===== config.mk =====
export PLATFORM = sky130hd
export DESIGN_NAME = vth_read_detector
export DESIGN_NICKNAME = d
export VERILOG_FILES = /design/src/rtl/nvm_channel_pkg.sv /design/src/rtl/vth_level_slicer.sv /design/src/rtl/vth_read_detector.sv
export SDC_FILE = /design/constraint.sdc
export NUM_CORES = 1
export LEC_CHECK = 0
export ABC_AREA = 1
export BUFFER_PORTS_ARGS = -buffer_cell sky130_fd_sc_hd__buf_2
export CELL_PAD_IN_SITES_DETAIL_PLACEMENT = 1
export CELL_PAD_IN_SITES_GLOBAL_PLACEMENT = 1
export CORE_MARGIN = 1.5
export CORE_UTILIZATION = 40
export CTS_CLUSTER_SIZE = 10
export DETAILED_ROUTE_END_ITERATION = 8
export PLACE_DENSITY = 0.73
export SYNTH_ARGS = -nofsm -noshare
export SYNTH_HDL_FRONTEND = slang
export SYNTH_HIERARCHICAL = 1
export SYNTH_SLANG_ARGS = --single-unit

===== constraint.sdc =====
create_clock -name clk -period 4.6 [get_ports clk]
set_input_delay 0.46 -clock clk [delete_from_list [all_inputs] [get_ports clk]]
set_output_delay 0.46 -clock clk [all_outputs]
set_load 0.05 [all_outputs]

===== src/rtl/nvm_channel_pkg.sv =====
// nvm_channel_pkg: shared Q11 format, level encodings, read references and packed-word layout
package nvm_channel_pkg;
   localparam int FRAC_BITS = 11;
   typedef enum logic [1:0] {
      LVL_0 = 2'd0,
      LVL_1 = 2'd1,
      LVL_2 = 2'd2,
      LVL_3 = 2'd3
   } level_e;
   localparam logic signed [15:0] REF1_DEF = 16'sd4915;
   localparam logic signed [15:0] REF2_DEF = 16'sd6144;
   localparam logic signed [15:0] REF3_DEF = 16'sd7373;
   localparam int VTH_MSB   = 31;
   localparam int VTH_LSB   = 16;
   localparam int ERASE_MSB = 15;
   localparam int ERASE_LSB = 2;
   localparam int LVL_MSB   = 1;
   localparam int LVL_LSB   = 0;
   typedef enum logic [1:0] {
      ST_IDLE   = 2'd0,
      ST_RUN    = 2'd1,
      ST_REPORT = 2'd2
   } det_state_e;
endpackage


===== src/rtl/vth_level_slicer.sv =====
// vth_level_slicer: hard decision of a signed Q11 read voltage into a 2-bit level
module vth_level_slicer
   import nvm_channel_pkg::*;
#(
   parameter logic signed [15:0] REF1 = REF1_DEF,
   parameter logic signed [15:0] REF2 = REF2_DEF,
   parameter logic signed [15:0] REF3 = REF3_DEF
) (
   input  logic signed [15:0] i_vd,
   output logic [1:0]         o_level
);
   // Levels sit in increasing-Vth order 0 < 2 < 3 < 1
   assign o_level = (i_vd < REF1) ? LVL_0 :
                    (i_vd < REF2) ? LVL_2 :
                    (i_vd < REF3) ? LVL_3 : LVL_1;
endmodule


===== src/rtl/vth_read_detector.sv =====
// vth_read_detector: drift + hard read of programmed Vth, per-cell errors and per-frame error counts
module vth_read_detector
   import nvm_channel_pkg::*;
#(
   parameter logic signed [15:0] REF1 = REF1_DEF,
   parameter logic signed [15:0] REF2 = REF2_DEF,
   parameter logic signed [15:0] REF3 = REF3_DEF,
   parameter logic signed [15:0] DRIFT = 16'sd0,
   parameter int FRAME_LEN = 1024,
   parameter int CNT_W = 20
) (
   input  logic             clk,
   input  logic             reset,
   input  logic             in_valid,
   input  logic [31:0]      in_word,
   input  logic             start,
   input  logic             run_cont,
   output logic             det_valid,
   output logic [1:0]       det_level,
   output logic [1:0]       det_bit_err,
   output logic             frame_done,
   output logic [CNT_W-1:0] sym_err_frame,
   output logic [CNT_W-1:0] bit_err_frame,
   output logic             busy
);
   localparam int CW = $clog2(FRAME_LEN + 1);
   localparam logic [CW-1:0] LAST = CW'(FRAME_LEN - 1);
   localparam logic [CNT_W-1:0] SAT = '1;

   det_state_e r_state, w_next;
   logic r_s1_valid, r_s2_valid, r_s3_sym;
   logic [1:0] r_s1_lvl, r_s2_lvl, r_s2_det;
   logic signed [15:0] r_s1_vd, w_vd;
   logic signed [16:0] w_diff;
   logic [1:0] w_det, w_xor;
   logic [CW-1:0] r_cell_cnt;
   logic [CNT_W-1:0] r_sym_acc, r_bit_acc, w_sym_new, w_bit_new;
   logic [CNT_W:0] w_sym_sum, w_bit_sum;
   logic w_count, w_last;
   logic w_unused_erase;

   assign w_unused_erase = ^in_word[ERASE_MSB:ERASE_LSB];

   // Saturate the drifted voltage instead of letting it wrap
   assign w_diff = {in_word[VTH_MSB], in_word[VTH_MSB:VTH_LSB]} - {DRIFT[15], DRIFT};
   assign w_vd = (w_diff[16] != w_diff[15]) ? (w_diff[16] ? 16'sh8000 : 16'sh7fff) : w_diff[15:0];
   assign w_xor = r_s2_det ^ r_s2_lvl;

   vth_level_slicer #(.REF1(REF1), .REF2(REF2), .REF3(REF3)) u_slicer (
      .i_vd    (r_s1_vd),
      .o_level (w_det)
   );

   always_ff @(posedge clk or posedge reset) begin
      if (reset) begin
         r_s1_valid  <= 1'b0;
         r_s1_lvl    <= 2'd0;
         r_s1_vd     <= 16'sd0;
         r_s2_valid  <= 1'b0;
         r_s2_lvl    <= 2'd0;
         r_s2_det    <= 2'd0;
         det_valid   <= 1'b0;
         det_level   <= 2'd0;
         det_bit_err <= 2'd0;
         r_s3_sym    <= 1'b0;
      end else begin
         r_s1_valid  <= in_valid;
         r_s1_lvl    <= in_word[LVL_MSB:LVL_LSB];
         r_s1_vd     <= w_vd;
         r_s2_valid  <= r_s1_valid;
         r_s2_lvl    <= r_s1_lvl;
         r_s2_det    <= w_det;
         det_valid   <= r_s2_valid;
         det_level   <= r_s2_det;
         det_bit_err <= {1'b0, w_xor[1]} + {1'b0, w_xor[0]};
         r_s3_sym    <= |w_xor;
      end
   end

   // A REPORT-cycle cell opens the next frame only when the FSM continues to RUN
   assign w_count = det_valid && (r_state == ST_RUN || (r_state == ST_REPORT && run_cont));
   assign w_last = (r_state == ST_RUN) && w_count && (r_cell_cnt == LAST);
   assign w_sym_sum = {1'b0, r_sym_acc} + (CNT_W + 1)'(r_s3_sym);
   assign w_bit_sum = {1'b0, r_bit_acc} + (CNT_W + 1)'(det_bit_err);
   assign w_sym_new = w_sym_sum[CNT_W] ? SAT : w_sym_sum[CNT_W-1:0];
   assign w_bit_new = w_bit_sum[CNT_W] ? SAT : w_bit_sum[CNT_W-1:0];

   always_ff @(posedge clk or posedge reset) begin
      if (reset) r_state <= ST_IDLE;
      else r_state <= w_next;
   end

   always_comb begin
      w_next = (r_state == ST_IDLE) ? (start ? ST_RUN : ST_IDLE) :
               (r_state == ST_RUN)  ? (w_last ? ST_REPORT : ST_RUN) :
               (run_cont ? ST_RUN : ST_IDLE);
   end

   always_comb begin
      frame_done = (r_state == ST_REPORT);
      busy = (r_state != ST_IDLE);
   end

   always_ff @(posedge clk or posedge reset) begin
      if (reset) begin
         r_cell_cnt    <= '0;
         r_sym_acc     <= '0;
         r_bit_acc     <= '0;
         sym_err_frame <= '0;
         bit_err_frame <= '0;
      end else begin
         if (w_last) begin
            sym_err_frame <= w_sym_new;
            bit_err_frame <= w_bit_new;
         end
         if (r_state == ST_IDLE || w_last) begin
            r_cell_cnt <= '0;
            r_sym_acc  <= '0;
            r_bit_acc  <= '0;
         end else if (w_count) begin
            r_cell_cnt <= r_cell_cnt + 1'b1;
            r_sym_acc  <= w_sym_new;
            r_bit_acc  <= w_bit_new;
         end
      end
   end
endmodule


==> qor.yml, run 1 <==
die_w_um: 125
start_util_pct: 40.8
holdWs_ns: 0.148
fp.dieArea_mm2: 0.0156
synth_top_area_share_pct: 51.9
path_cells: "ha_1 > nand2_1 > inv_2 > nand3_2 > nor2_4 > buf_4 > nor2_4 > nand2_2 > inv_2 > nand2_1 > nand2_1"
hold_path_class: "in -> reg"
grt.total_usage_pct: 20.6
critPathLaunchType: "register"
syn_avg_cell_area_um2: 7.65
post-dp-hpwl_um: 10000
min-delay-start: "in_word[24]"
final_nets: 895
cp.arrival_ns: 2.91
rr_startpoint: "r_cell_cnt[0]"
drive_gt1_share_pct: 14.6
seq_area_frac_synth_pct: 51.9
antenna_found_initial: 0
crit_family: "simple AND/OR/NAND/NOR gates"
place.gp.congestion: 0.801
cp-startpoint: "r_cell_cnt[0]"
setup_slack_ns: 2.04
avgRoutedWirePerCell_um: 14.4
core_area_mm2: 0.0145
slowest_stage: "inv_2"
via_per_inst: 4.90
ys_ff_latch: 123
drc_errors: 0
grt_pass1_wl_um: 26100
multi_input_area_mm2: 0.00253
synth_top_flop_cell: "dfrtp_1"
drt-total-wl_um: 15000
setup_tns_ns: 0
post-route-period-util_pct: 55.6
synth_area_leaders: "dfrtp_1, nand2_1, nor2_1, nand3_1, inv_1"
critical_path_class: "reg -> reg"
ctsResizeCount: 0
syn_nets: 821
grt_max_degree: 85
yosys_warnings: 6
p_leak_uw: 0.00378
setup_viol: 0
peakVddDrop_mv: 0.265
tritoncts: "built"
max-clock-path-buffers: 2
post_cts_buffers: 0
areaGrowthSynthToFinish_pct: 18.4
cts-root-buf: "clkbuf_16"
grt_pass1_vias: 5453
io_buffers: 69
skew_ns: 0.00723
chipHeight_um: 125
grt.busiest_layer: "met2"
clkTransAtPathRegs_ns: 0.06
rows: 44
cap_violations: 0
worst_slew_pin_slew_ns: 1.06
cts_buffers: 17
fillers: 1844
use_met2_pct: 35.6
path_buf_inv: 3
dr.pass1.iters: 4
ios: 84
synth_cells: 776
synth_area_mm2: 0.00594
cp.required_ns: 4.95
cpPeakStageDelay_ns: 0.59
rsz0062_at_grt: "false"
grt_remaining_overflow: 0
status: "completed"
synth_top_cell_by_area: "dfrtp_1"
cts_max_level: 4
n_antenna_cell: 0
finalCriticalPeriod_ns: 2.56
use_met3_pct: 4.04
synth-edff-count: 0
postRouteAntennaNets: 0
vias: 5128
async_reset_ff_share_pct: 100
power_density_mw_per_mm2: 401
crit_path_max_fanout: 42
drt_iter0_markers: 245
crit_top_cell: "nand2_1"
dp_slack_ns: 2.01
synth_cell_types: 31
slew_violations: 0
clock-sinks: 123
cp-end-kind: "register"
cts_hold_buf: 0
regArea_mm2: 0.00308
use_met1_pct: 26.3
clock_latency_ns: 0.42
finalHoldViolCount: 0
max_freq_mhz: 391
slew_headroom_pct: 29.7
-- worst reg2reg max path, cell delays in order, from the launching register on --
cell and delay (ns):
dfrtp_1 0.39, ha_1 0.22, nand2_1 0.11, inv_2 0.05, nand3_2 0.12, nor2_4 0.05
buf_4 0.27, nor2_4 0.22, nand2_2 0.22, inv_2 0.60, nand2_1 0.14, nand2_1 0.10
-- registers in the layout, summed over array words and instances, names as in the netlist, 11 cells and up --
| name | cells |
|---|---|
| r_sym_acc | 20 |
| r_bit_acc | 20 |
| bit_err_frame | 20 |
| r_s1_vd | 16 |
| r_cell_cnt | 11 |
| sym_err_frame | 20 |
-- cells in the final DEF (no fill, tap or decap), drive strengths merged --
| master | n |
|---|---|
| o21a | 1 |
| fa | 1 |
| dfrtp | 123 |
| inv | 63 |
| nor3 | 5 |
| nand3b | 3 |
| ha | 7 |
| o21bai | 1 |
| o22ai | 1 |
| nand2 | 380 |
| bufinv | 2 |
| xor2 | 13 |
| or2 | 6 |
| xnor2 | 5 |
| a21oi | 6 |
| o21ai | 23 |
| nand4 | 9 |
| clkbuf | 21 |
| nor2 | 66 |
| nand3 | 44 |
| clkinv | 3 |
| buf | 74 |
| clkinvlp | 5 |
-- per-layer routing --
metal,vias to the layer above,share of wire [%]
li1,2526,-
met1,2511,46
met2,77,49
met3,14,3.1
met4,0,1.2
met5,-,0
-- through the flow --
stage | instance area (um^2) | util [%] | total power (uW) | cells
after detailed placement | 6460 | 44.4 | 1550 | 1015
after floorplan | 5940 | - | 1450 | 776
after global routing | 7030 | 48.4 | 2950 | 1046
final | 7030 | 48.4 | 2820 | 1046
after global placement | 6460 | 44.4 | 1540 | 1015
after CTS | 7030 | 48.4 | 2860 | 1046
-- synthesized netlist by cell type, types with 4 or more instances --
master / number
a21oi_1: 6
buf_2: 9
clkbuf_1: 6
dfrtp_1: 123
ha_1: 7
inv_1: 54
inv_2: 9
nand2_1: 378
nand3_1: 41
nand4_1: 9
nor2_1: 60
nor2_4: 4
nor3_1: 4
o21ai_0: 10
o21ai_1: 13
xnor2_1: 5
xor2_1: 13
-- cell families (layout without fill, tap and decap cells) --
group | count (synthesis) | in the layout | share of synthesized area, %
compound gates | 32 | 32 | 2.80
flops | 123 | 123 | 51.9
xor+xnor | 18 | 18 | 2.66
simple gates | 513 | 513 | 35.3
fa+ha+maj | 8 | 8 | 1.81
buf+inv | 82 | 168 | 5.56
-- worst paths after layout --
check                                         end  cells past startpoint  slack (ns)
worst max-delay path                 r_bit_acc[8]                     11        2.04
min in group asynchronous       sym_err_frame[17]                      2        0.30
max in group asynchronous              r_s1_valid                      3        3.37
worst min register to register        r_s2_lvl[1]                      0        0.36
worst min-delay path                   r_s1_vd[8]                      1        0.15
worst max register to register       r_bit_acc[8]                     11        2.04
-- area by class of cell --
cell class | count | share of cell area, %
Clock inverter | 10 | 1.71
Clock buffer | 21 | 6.41
Timing Repair Buffer | 74 | 5.45
Inverter | 63 | 3.40
Sequential cell | 123 | 43.8
Tap cell | 184 | 3.28
Multi-Input combinational cell | 571 | 36.0
-- report_power, final --
| group | internal (uW) | switching (uW) |
|---|---|---|
| combinational | 83.4 | 284 |
| clock | 808 | 484 |
| sequential | 1130 | 31.8 |
No activity file was read; power rests on OpenSTA's default activity.
==> run 2, diff against run 1 <==
clock period = 2.5 ns   (was 4.6 ns; I/O delays follow)
==> qor.yml, run 2 (synthesis results as in run 1) <==
post-route-period-util_pct: 92.3  # was 55.6%
ios: 84  # unchanged
final_area_mm2: 0.00727  # was 0.00703 mm^2
via_per_inst: 4.91  # was 4.90
core_area_mm2: 0.0145  # unchanged
critPathLaunchType: "register"  # unchanged
rows: 44  # unchanged
finalCriticalPeriod_ns: 2.31  # was 2.56 ns
rsz0062_at_grt: "false"  # unchanged
clkTransAtPathRegs_ns: 0.06  # about the same
tritoncts: "built"  # unchanged
critical_path_class: "reg -> reg"  # unchanged
cp-end-kind: "register"  # unchanged
cts_max_level: 4  # unchanged
crit_path_max_fanout: 8  # was 42
drt_iter0_markers: 280  # was 245
final_nets: 918  # was 895
drt-total-wl_um: 15700  # was 15,000 um
slew_headroom_pct: 53.7  # was 29.7%
power_density_mw_per_mm2: 715  # was 401 mW/mm^2
hold_path_class: "in -> async"  # was in -> reg
slowest_stage: "fa_1"  # was inv_2
finalHoldViolCount: 2  # was 0
worst_slew_pin_slew_ns: 0.694  # was 1.06 ns
setup_tns_ns: 0  # unchanged
rr_startpoint: "r_bit_acc[0]"  # was r_cell_cnt[0]
path_cells: "ha_1 > inv_1 > fa_1 > nor2_1 > nand2_1 > nor2_4 > nand4_1 > nand2_1 > nand2_1 > nand2_1"  # was ha_1 > nand2_1 > inv_2 > nand3_2 > nor2_4 > buf_4 > nor2_4 > nand2_2 > inv_2 > nand2_1 > nand2_1
skew_ns: 0.00789  # was 0.00723 ns
cts_buffers: 17  # unchanged
ctsResizeCount: 0  # unchanged
drc_errors: 0  # unchanged
start_util_pct: 40.8  # unchanged
fp.dieArea_mm2: 0.0156  # unchanged
max-clock-path-buffers: 2  # unchanged
postRouteAntennaNets: 0  # unchanged
cts-root-buf: "clkbuf_16"  # unchanged
status: "complete, but fails checks"  # was completed
cpPeakStageDelay_ns: 0.42  # was 0.59 ns
grt_remaining_overflow: 0  # unchanged
setup_viol: 0  # unchanged
grt_pass1_wl_um: 27100  # was 26,100 um
reg2reg_to: "r_bit_acc[11]"  # was r_bit_acc[8]
clock-sinks: 123  # unchanged
mostFrequentLayoutCells: "nand2_1, dfrtp_1, buf_2, nor2_1, inv_1"  # unchanged
instances_no_fill: 1070  # was 1,046
cp.arrival_ns: 2.67  # was 2.91 ns
final_common_cell: "nand2_1"  # unchanged
slew_violations: 0  # unchanged
dr.pass1.iters: 5  # was 4
p_leak_uw: 0.00388  # was 0.00378 uW
io_buffers: 69  # unchanged
fin_util_pct: 50.0  # was 48.4%
place.gp.congestion: 0.860  # was 0.801
vias: 5252  # was 5,128
rrSetupSlack_ns: 0.19  # was 2.04 ns
max_freq_mhz: 433  # was 391 MHz
fillers: 1838  # was 1,844
die_w_um: 125  # unchanged
avgRoutedWirePerCell_um: 14.7  # was 14.4 um
peakVddDrop_mv: 0.533  # was 0.265 mV
holdWs_ns: -0.0136  # was 0.148 ns
drive_gt1_share_pct: 15.1  # was 14.6%
violations: "hold timing"
grt_max_degree: 124  # was 85
areaGrowthSynthToFinish_pct: 22.5  # was 18.4%
cap_violations: 0  # unchanged
cp.required_ns: 2.86  # was 4.95 ns
dp_cells: 1019  # was 1,015
antenna_found_initial: 0  # unchanged
post-dp-hpwl_um: 10200  # was 10,000 um
grt.total_usage_pct: 21.5  # was 20.6%
rr_worst_depth: 10  # was 11
dpl_cell_area_mm2: 0.00653  # was 0.00646 mm^2
chipHeight_um: 125  # unchanged
grt_pass1_vias: 5700  # was 5,453
n_antenna_cell: 0  # unchanged
clock_latency_ns: 0.42  # about the same
crit_top_cell: "nand2_1"  # unchanged
-- run 2: repair_timing --
item                      in CTS  in global routing
setup buffers                  0                  0
hold buffers                  19                  0
hold endpoints to repair      19                  0
-- run 2: stage by stage --
step / setup slack (ns) / total power [uW] / hold WS [ns]
finish: 0.192 / 5200 / -0.0136
global route: 0.0751 / 5430 / 0.0602
CTS: 0.205 / 5260 / 0.0424
detailed placement: 0.255 / 2910 / 0.336
global placement: 0.420 / 2870 / 0.333
floorplan: 0.358 / 2670 / 0.281
-- run 2: per-layer routing --
metal / GRT usage (%) / share of wire, % / up-vias
met2: 37.1 / 50 / 65
met5: 0 / 0 / -
li1: - / - / 2578
met3: 4.12 / 2.2 / 21
met1: 27.2 / 46 / 2588
met4: 6.89 / 1.4 / 0
-- run 2: cell type report --
class	count	area, um^2	share of cell area [%]
sequential	123	3080	42.3
clock buffer	17	425	5.85
clock inverter	15	131	1.81
inverter	63	240	3.30
timing repair buffer	97	641	8.81
multi-input combinational	571	2530	34.7
tap	184	230	3.17
-- run 2: worst max path at each step --
stage	start	endpoint	slack (ns)	depth (start not counted)
after floorplan	det_bit_err[0]	r_bit_acc[16]	0.36	11
after global placement	det_bit_err[0]	r_bit_acc[9]	0.42	10
after detailed placement	det_bit_err[0]	r_bit_acc[11]	0.25	10
after CTS	det_bit_err[0]	r_bit_acc[11]	0.21	10
after global routing	det_bit_err[0]	r_bit_acc[17]	0.08	10
final	r_bit_acc[0]	r_bit_acc[11]	0.19	10
-- run 2: report_power, final --
group | leakage [uW] | internal, uW | switching [uW] | total [uW]
combinational | 0.00197 | 207 | 551 | 758
clock | 0.000261 | 1300 | 1020 | 2320
sequential | 0.00165 | 2070 | 59.3 | 2130
total | 0.00388 | 3570 | 1630 | 5200
-- run 2: worst max-delay path, delay by kind of cell, from the launching register on --
kind,cells,cell delay (ns)
adders and majority gates,2,0.58
buffers and inverters,1,0.06
DFF,1,0.35
and+or+nand+nor,7,1.25
==> run 3, diff against run 2 <==
CORE_UTILIZATION = 42   (was 40)
PLACE_DENSITY = 0.77   (was 0.73)
==> qor.yml, run 3 (synthesis results as in run 1) <==
drt_iter0_markers: 269  # was 280
slew_violations: 0  # unchanged
post-dp-hpwl_um: 10700  # was 10,200 um
ctsResizeCount: 0  # unchanged
clkTransAtPathRegs_ns: 0.06  # about the same
setup_viol: 0  # unchanged
max_freq_mhz: 451  # was 433 MHz
avgRoutedWirePerCell_um: 15.1  # was 14.7 um
dp_slack_ns: 0.276  # was 0.255 ns
start_util_pct: 42.9  # was 40.8%
rows: 43  # was 44
cts-root-buf: "clkbuf_16"  # unchanged
slew_headroom_pct: 59.8  # was 53.7%
hold_end: "r_state[0]"
ios: 84  # unchanged
n_antenna_cell: 0  # unchanged
cp.arrival_ns: 2.57  # was 2.67 ns
cp-end-kind: "register"  # unchanged
post-route-period-util_pct: 88.7  # was 92.3%
die_w_um: 122  # was 125 um
fillers: 1714  # was 1,838
min-delay-start: "start"
core_area_mm2: 0.0138  # was 0.0145 mm^2
critPathLaunchType: "register"  # unchanged
grt_max_degree: 49  # was 124
drc_errors: 0  # unchanged
worst_slew_pin_slew_ns: 0.601  # was 0.694 ns
rrSetupSlack_ns: 0.28  # was 0.19 ns
hold_path_class: "in -> reg"  # was in -> async
peakVddDrop_mv: 0.495  # was 0.533 mV
post_cts_buffers: 0  # unchanged
crit_path_max_fanout: 15  # was 8
areaGrowthSynthToFinish_pct: 22.9  # was 22.5%
grt_pass1_wl_um: 27600  # was 27,100 um
cts_max_level: 4  # unchanged
power_density_mw_per_mm2: 728  # was 715 mW/mm^2
rsz0062_at_grt: "false"  # unchanged
status: "completed"  # was complete, but fails checks
antenna_found_initial: 0  # unchanged
p_leak_uw: 0.00390  # was 0.00388 uW
skew_ns: 0.00658  # was 0.00789 ns
rr_worst_depth: 8  # was 10
rr_startpoint: "det_bit_err[0]"  # was r_bit_acc[0]
clock-sinks: 123  # unchanged
grt_pass1_vias: 5752  # was 5,700
drt-total-wl_um: 16100  # was 15,700 um
chipHeight_um: 122  # was 125 um
final_nets: 918  # unchanged
clock_latency_ns: 0.42  # about the same
cts_hold_buf: 20  # was 19
reg2reg_to: "bit_err_frame[13]"  # was r_bit_acc[11]
tritoncts: "built"  # unchanged
critical_path_class: "reg -> reg"  # unchanged
grt.total_usage_pct: 23.9  # was 21.5%
via_per_inst: 4.98  # was 4.91
drive_gt1_share_pct: 14.8  # was 15.1%
cts_buffers: 17  # unchanged
finalCriticalPeriod_ns: 2.22  # was 2.31 ns
fp.dieArea_mm2: 0.0149  # was 0.0156 mm^2
mostFrequentLayoutCells: "nand2_1, dfrtp_1, buf_2, nor2_1, inv_1"  # unchanged
setup_tns_ns: 0  # unchanged
final_common_cell: "nand2_1"  # unchanged
io_buffers: 69  # unchanged
whs_path_depth: 3
setup_slack_ns: 0.281  # was 0.192 ns
place.gp.congestion: 0.879  # was 0.860
dr.pass1.iters: 4  # was 5
grt_remaining_overflow: 0  # unchanged
cp.required_ns: 2.85  # was 2.86 ns
vias: 5310  # was 5,252
finalHoldViolCount: 0  # was 2
postRouteAntennaNets: 0  # unchanged
max-clock-path-buffers: 2  # unchanged
cap_violations: 0  # unchanged
[run 3: cell types whose count changed in the layout (fill, tap and decap cells not counted), sizes merged]
cell and change:
buf -1, bufinv +2, clkbuf +4, clkinv +2, clkinvlp -1, dlygate4sd3 +1
inv -7
[run 3: how the worst max path moves through the flow]
stage | slack (ns) | cells past startpoint | to | startpoint
6_report | 0.28 | 8 | bit_err_frame[13] | det_bit_err[0]
3_5_place_dp | 0.28 | 8 | r_bit_acc[2] | r_bit_acc[0]
2_1_floorplan | 0.36 | 11 | r_bit_acc[16] | det_bit_err[0]
5_1_grt | 0.03 | 8 | r_bit_acc[5] | det_bit_err[0]
4_1_cts | 0.29 | 8 | r_bit_acc[2] | det_bit_err[0]
3_3_place_gp | 0.40 | 8 | r_bit_acc[2] | det_bit_err[0]
[run 3: power by group]
part           switching (uW)  leakage [uW]  internal, uW  total [uW]
clock                     899      0.000279          1510        2410
combinational             558       0.00197           211         769
sequential               59.3       0.00165          2070        2130
total                    1520       0.00390          3800        5310
[run 3: stage by stage]
step	utilization (%)	area [um^2]	hold slack (ns)	cells	total power, uW
6_report	52.8	7290	0.0475	1066	5310
5_1_grt	52.8	7290	0.0766	1066	5550
4_1_cts	52.8	7290	0.0377	1066	5360
3_5_place_dp	47.1	6510	0.276	1014	2900
3_3_place_gp	47.1	6510	0.273	1014	2870
2_1_floorplan	-	5940	0.281	776	2670
[run 3: area by class of cell]
cell class	instances	area [um^2]	share of cell area, %
flip-flops and latches	123	3080	42.2
multi-input cells	571	2530	34.6
repair buffers	97	643	8.82
clock buffers	21	460	6.31
inverters	63	240	3.29
well taps	180	225	3.09
clock inverters	11	120	1.65
[run 3: worst max-delay path: stages, from the launching register on]
cell and delay [ns]:
dfrtp_1 0.35, ha_1 0.17, inv_1 0.06, fa_1 0.40, nor2_1 0.28, nand2_1 0.44
nand3_1 0.25, nand2_1 0.11, nand2_1 0.09
[run 3: layer usage]
layer / vias up / part of all wire (%) / wire length (um) / GRT usage [%]
li1: 2588 / - / - / -
met1: 2617 / 45 / 7250 / 29.4
met2: 89 / 50 / 8060 / 42.0
met3: 16 / 3.8 / 620 / 5.06
met4: 0 / 1.2 / 197 / 7.57
met5: - / 0 / 0 / 0
